[config.mk]
export PLATFORM = sky130hd
export DESIGN_NAME = tdm_demux4
export DESIGN_NICKNAME = d
export VERILOG_FILES = /design/src/rtl/tdm_demux4.sv
export SDC_FILE = /design/constraint.sdc
export NUM_CORES = 1
export LEC_CHECK = 0
export CAP_MARGIN = 0
export CORE_MARGIN = 3
export CORE_UTILIZATION = 35
export CTS_CLUSTER_DIAMETER = 50
export DETAILED_ROUTE_END_ITERATION = 6
export GPL_TIMING_DRIVEN = 0
export PLACE_DENSITY = 0.72
export SLEW_MARGIN = 40
export SYNTH_ARGS = -nofsm -noshare
export SYNTH_HDL_FRONTEND = slang
export SYNTH_SLANG_ARGS = --single-unit
export TNS_END_PERCENT = 30
[constraint.sdc]
create_clock -name CLK -period 1.9 [get_ports CLK]
set_input_delay 0.19 -clock CLK [delete_from_list [all_inputs] [get_ports CLK]]
set_output_delay 0.19 -clock CLK [all_outputs]
set_load 0.05 [all_outputs]
[src/rtl/tdm_demux4.sv]
// tdm_demux4: four-channel time-division demultiplexer.
// Hunts for SYNC, stages slots 0..2, and loads all four outputs at slot 3.
module tdm_demux4 #(
    parameter int W = 1
) (
    input  logic         CLK,
    input  logic         RST_N,
    input  logic         EN,
    input  logic         SYNC,
    input  logic [W-1:0] D,
    output logic [W-1:0] Y0,
    output logic [W-1:0] Y1,
    output logic [W-1:0] Y2,
    output logic [W-1:0] Y3,
    output logic [1:0]   SEL,
    output logic         LOCKED,
    output logic         FRAME_VALID,
    output logic         SYNC_ERR
);

    typedef enum logic {
        HUNT = 1'b0,
        LOCK = 1'b1
    } state_t;

    state_t       state_q, state_d;
    logic [1:0]   sel_q, sel_d;
    logic [W-1:0] s0_q, s0_d;
    logic [W-1:0] s1_q, s1_d;
    logic [W-1:0] s2_q, s2_d;
    logic [W-1:0] y0_q, y0_d;
    logic [W-1:0] y1_q, y1_d;
    logic [W-1:0] y2_q, y2_d;
    logic [W-1:0] y3_q, y3_d;
    logic         fv_q, fv_d;
    logic         err_q, err_d;

    // Register all state; reset discards any partial frame and clears outputs.
    always_ff @(posedge CLK) begin
        if (!RST_N) begin
            state_q <= HUNT;
            sel_q   <= 2'd0;
            s0_q    <= '0;
            s1_q    <= '0;
            s2_q    <= '0;
            y0_q    <= '0;
            y1_q    <= '0;
            y2_q    <= '0;
            y3_q    <= '0;
            fv_q    <= 1'b0;
            err_q   <= 1'b0;
        end else begin
            state_q <= state_d;
            sel_q   <= sel_d;
            s0_q    <= s0_d;
            s1_q    <= s1_d;
            s2_q    <= s2_d;
            y0_q    <= y0_d;
            y1_q    <= y1_d;
            y2_q    <= y2_d;
            y3_q    <= y3_d;
            fv_q    <= fv_d;
            err_q   <= err_d;
        end
    end

    // Next-state: slot tracking, staging, frame commit and error pulses.
    always_comb begin
        state_d = state_q;
        sel_d   = sel_q;
        s0_d    = s0_q;
        s1_d    = s1_q;
        s2_d    = s2_q;
        y0_d    = y0_q;
        y1_d    = y1_q;
        y2_d    = y2_q;
        y3_d    = y3_q;
        fv_d    = 1'b0;
        err_d   = 1'b0;
        if (EN) begin
            unique case (state_q)
                HUNT: begin
                    if (SYNC) begin
                        s0_d    = D;
                        sel_d   = 2'd1;
                        state_d = LOCK;
                    end
                end
                LOCK: begin
                    if (SYNC) begin
                        // Early sync drops the partial frame and restarts at slot 0.
                        err_d = (sel_q != 2'd0);
                        s0_d  = D;
                        sel_d = 2'd1;
                    end else begin
                        unique case (sel_q)
                            2'd0: begin
                                err_d   = 1'b1;
                                state_d = HUNT;
                            end
                            2'd1: begin
                                s1_d  = D;
                                sel_d = 2'd2;
                            end
                            2'd2: begin
                                s2_d  = D;
                                sel_d = 2'd3;
                            end
                            2'd3: begin
                                y0_d  = s0_q;
                                y1_d  = s1_q;
                                y2_d  = s2_q;
                                y3_d  = D;
                                fv_d  = 1'b1;
                                sel_d = 2'd0;
                            end
                            default: ;
                        endcase
                    end
                end
                default: state_d = HUNT;
            endcase
        end
    end

    assign Y0          = y0_q;
    assign Y1          = y1_q;
    assign Y2          = y2_q;
    assign Y3          = y3_q;
    assign SEL         = sel_q;
    assign LOCKED      = (state_q == LOCK);
    assign FRAME_VALID = fv_q;
    assign SYNC_ERR    = err_q;

endmodule

# Yosys cells after proc, flatten, opt, wreduce, memory -nomap -nowiden
# Cells that the tools add are included.
[totals]
word_cells = 41
ff_bits = 12
inputBits = 5
[classes]
bitwise_logic = 4
eq_ne = 5
n_reduce_logical = 9
n_mux = 12
[op_table]
columns = ["operator", "n"]
rows = [
  ["$reduce_and A4 Y1", 3],
  ["$mux W1", 7],
  ["$pmux W2 S3", 1],
  ["$reduce_and A3 Y1", 2],
  ["$ne A5 B2 Y1 const B", 1],
  ["$eq A2 B2 Y1 const B", 2],
  ["$mux W2", 2],
  ["$not A1 Y1", 4],
  ["$pmux W2 S2", 1],
  ["$reduce_or A4 Y1", 1],
  ["$eq A2 B1 Y1 const B", 1],
  ["$logic_not A2 Y1", 1],
  ["$ne A2 B2 Y1 const B", 1],
  ["$pmux W1 S2", 1],
  ["$reduce_and A2 Y1", 1],
  ["$reduce_bool A2 Y1", 1],
]

# Depth between registers and ports, before layout
[depth]
depth_word = 4
depth_mapped = 4

# Worst setup path after synthesis
# OpenSTA, ideal clock, no wires.
[synth_timing]
path_type = "reg2reg"
start = "register state_q (netlist: LOCKED)"
end = "register y0_q (netlist: Y0)"
path_buffers = 1
period_less_slack_ns = 1.559
stages_incl_launch_ff = 5
t_arrival_ns = 1.439
path_slack_ns = 0.341
cell_sequence = "dfxtp_1 > nand2_2 > or3_1 > buf_6 > mux2i_1"
[synth_between]
elab_chain_len = 1
[synth_lines]
columns = ["item", "line_no", "rtl"]
rows = [
  ["start: declaration", "26", "state_t state_q, state_d;"],
  ["start signal: assignment", "53", "state_q <= state_d;"],
  ["$reduce_and A4 Y1 (no line)", "-", ""],
  ["end signal: assignment", "58", "y0_q <= y0_d;"],
  ["end: declaration", "31", "logic [W-1:0] y0_q, y0_d;"],
]
# Every way passes these cells.
# A chain may end at the register's enable or synchronous reset.

# Final worst setup path
[layout_timing]
start = "register sel_q[1] (netlist: SEL[1])"
end = "output SEL[1]"
[layout_rtl]
columns = ["item", "line_no", "rtl"]
rows = [
  ["start: declaration", "27", "logic [1:0] sel_q, sel_d;"],
  ["start signal: assignment", "54", "sel_q <= sel_d;"],
  ["end: declaration", "15", "output logic [1:0] SEL,"],
]
# No word-level cell between the ends.

==> run metrics <==
final total negative setup slack=0 ns; DRC violations left=0; hold path startpoint=Y2$_SDFFE_PN0P_; RSZ-0062 raised after global routing=no; Slew @ Worst Pin=approximately 0.50 ns; leading cell type by number of instances after synthesis=sky130_fd_sc_hd__dfxtp_1; detail-routed net length per standard cell=approximately 10 um; Place WS=about 0.24 ns; Largest stage delay, worst path=about 0.84 ns; CTS buffer count=3; fin crit period=about 1.7 ns; fraction of the mapped netlist area in simple logic gates=0.200; class of the tightest hold or removal check=reg -> reg; global-route usage over all layers=0.106; number of buffers added on ports=13; Power Dens Cells=770 nW/um^2; post-synthesis compound-gate area fraction=0.0883; leftover overflow at the end of global routing=0; crit end category=output pin; post-CTS clock slew at the launch and capture registers of the worst setup and hold paths=around 0.070 ns; deepest level of the CTS H-tree=1; met1 usage=0.138; total setup buffers inserted after CTS=0; met3 Resource Use GR=0.0424; Tcrit/Tclk final=0.910; total vias in the final route=403; Hold Buf Count CTS=0; fraction of synthesized cell area taken by the top area cell type=0.499; Cell Count Post-Placement=80; Nets=77; I/O pin count=14; share of flip-flops with an asynchronous set or reset after synthesis=0; post-synthesis share of cell area spent on full adders, half adders and majority gates=0.0260; FF-to-FF Start=LOCKED$_SDFFE_PN0P_; classification of the worst setup path=reg -> out; cell types with the largest area share after synthesis=sky130_fd_sc_hd__dfxtp_1 50%, sky130_fd_sc_hd__mux2i_1 12%, sky130_fd_sc_hd__nand2_1 8.6%; total wire length=around 860 um; most frequent cells after synthesis=12 x sky130_fd_sc_hd__dfxtp_1, 11 x sky130_fd_sc_hd__nand2_1, 6 x sky130_fd_sc_hd__mux2i_1; mux share of post-synthesis cell area=0.125; signed area change from the synthesized netlist to the final layout=38.2%; status=finished, final reports clean; Final WS setup=0.171 ns; Pins Over Slew Limit=0; XOR/XNOR Fraction of Synth Area=0; met2 layer usage reported by global route=0.139; post-layout total power=0.000512 W; clk_skew=between 0.006 and 0.007 ns; die footprint=1860 sq um; weighted congestion reported at the end of routability-driven placement=0.754; max-cap viol count=0; main combinational cell family by area after synthesis=simple AND/OR/NAND/NOR gates; IR Drop Worst-Case VDD=approximately 0.38 mV; startpoint type of the worst setup path=flop; post-cts resize count=0; number of antenna-violating nets in the routed design=0; Site Rows=12; Buf/Inv on CP=1; CTS tree=built; Max-Slew Margin vs Limit=0.668; clock tree buffer depth=2; Leakage Power=roughly 0.27 nW; flop and latch count out of synthesis=12; slowest CP cell=sky130_fd_sc_hd__clkdlybuf4s50_1; Top delay family on crit path=buffers and inverters; wire length of the first global-routing pass=about 1400 um; floorplan die width=between 40 and 50 um; antenna violations before repair=0; Warnings, synthesis=0; Critical Path Fanout Max=6; worst-path cell chain=clkdlybuf4s50_1; arrival time reported for the critical path endpoint=around 1.5 ns; count of endpoints failing hold in the final timing report=0; most heavily used metal layer in global routing=met2; via count normalized by instance count=4.80; total of endpoints with negative setup slack in the final report=0; count of unique library cells instantiated by Yosys=20; iteration-0 DRC count of the detailed router=3; Detailed Place HPWL=about 630 um; peak clock frequency supported by timing=slightly below 0.6 GHz; Diodes inserted=0; height of the die=43.1 um; Crit path required time=~1.7 ns; Most used DFF post-synth=sky130_fd_sc_hd__dfxtp_1; ratio of cells with drive above 1 in the final layout=0.100; maximum number of pins on one net before global-route repair=11; synthesized area divided by synthesized cell count=a little over 9 sq um; Syn Std Cell Area=roughly 480 sq um; source of the critical timing path=SEL[1]$_SDFFE_PN0P_; Syn Inst Count=53; Pre-Repair DR Iteration Count=3; cell accounting for the most synthesized area=sky130_fd_sc_hd__dfxtp_1; non-filler cells in the finished layout=between 80 and 90; number of nets produced by synthesis=59; area of the placeable core=approximately 1200 sq um; number of enable flip-flop cells after synthesis=0; vias in the first global route=approximately 350; Clk Tree Root Cell=sky130_fd_sc_hd__clkbuf_4; portion of the post-synthesis area used by sequential elements=0.499; clock insertion delay at the later pin of the skew report=between 0.2 and 0.3 ns; number of clock sinks seen by CTS=12; initial core utilization=0.401
## cell families after synthesis
| kind of cell | count (synthesis) |
|---|---|
| adders and majority gates | 1 |
| DFF | 12 |
| muxes | 6 |
| buffers and inverters | 6 |
| AOI/OAI and AO/OA | 7 |
| and+or+nand+nor | 21 |
## per-stage QoR
step	instance area [sq um]	util	hold slack [ns]
2_1_floorplan	482	-	0.306
3_3_place_gp	629	0.524	0.443
3_5_place_dp	629	0.524	0.451
4_1_cts	666	0.554	0.462
5_1_grt	666	0.554	0.490
6_report	666	0.554	0.458
## metal layers
layer / up-vias / part of all wire
met4: 0 / 0.018
li1: 215 / -
met3: 2 / 0.077
met1: 174 / 0.51
met2: 12 / 0.39
met5: - / 0
## cell type report
cell class | instances | area [sq um]
Multi-Input combinational cell | 35 | 211
Tap cell | 14 | 17.5
Clock buffer | 4 | 36.3
Sequential cell | 12 | 240
Buffer | 2 | 15.0
Inverter | 4 | 15.0
Timing Repair Buffer | 13 | 130
Fill cell | 113 | 536
## path summary, 6_finish.rpt
kind	to	slack, ns	cells past startpoint
min reg2reg	Y2$_SDFFE_PN0P_	0.46	2
min	Y2$_SDFFE_PN0P_	0.46	2
max	SEL[1]	0.17	1
max reg2reg	Y0$_SDFFE_PN0P_	0.64	4
## placed cells by master, fill, tap and decap left out
cell	n
sky130_fd_sc_hd__clkdlybuf4s50_1	13
sky130_fd_sc_hd__dfxtp_1	12
sky130_fd_sc_hd__nand2_1	11
sky130_fd_sc_hd__mux2i_1	6
sky130_fd_sc_hd__inv_1	4
sky130_fd_sc_hd__a21oi_1	3
sky130_fd_sc_hd__clkbuf_4	3
sky130_fd_sc_hd__nor2_1	2
sky130_fd_sc_hd__nand3_1	2
sky130_fd_sc_hd__nand2_2	1
sky130_fd_sc_hd__nor3_1	1
sky130_fd_sc_hd__clkbuf_1	1
sky130_fd_sc_hd__nand2b_1	1
sky130_fd_sc_hd__or3_2	1
sky130_fd_sc_hd__a31oi_1	1
sky130_fd_sc_hd__o21ai_0	1
sky130_fd_sc_hd__nor4_1	1
sky130_fd_sc_hd__or3_1	1
sky130_fd_sc_hd__buf_6	1
sky130_fd_sc_hd__a311oi_1	1
sky130_fd_sc_hd__o211ai_1	1
sky130_fd_sc_hd__ha_1	1
sky130_fd_sc_hd__clkbuf_8	1
## registers in the layout, indices dropped and copies added (netlist names)
name	count
SEL	2
s2_q	1
s1_q	1
SYNC_ERR	1
Y3	1
Y1	1
Y0	1
s0_q	1
LOCKED	1
Y2	1
FRAME_VALID	1
## where the power goes
part	internal [W]	switching (W)
Sequential	0.000256	0.00000545
Combinational	0.0000209	0.0000330
Clock	0.000116	0.0000803
Total	0.000394	0.000119
Power figures use the tool's default switching activity.
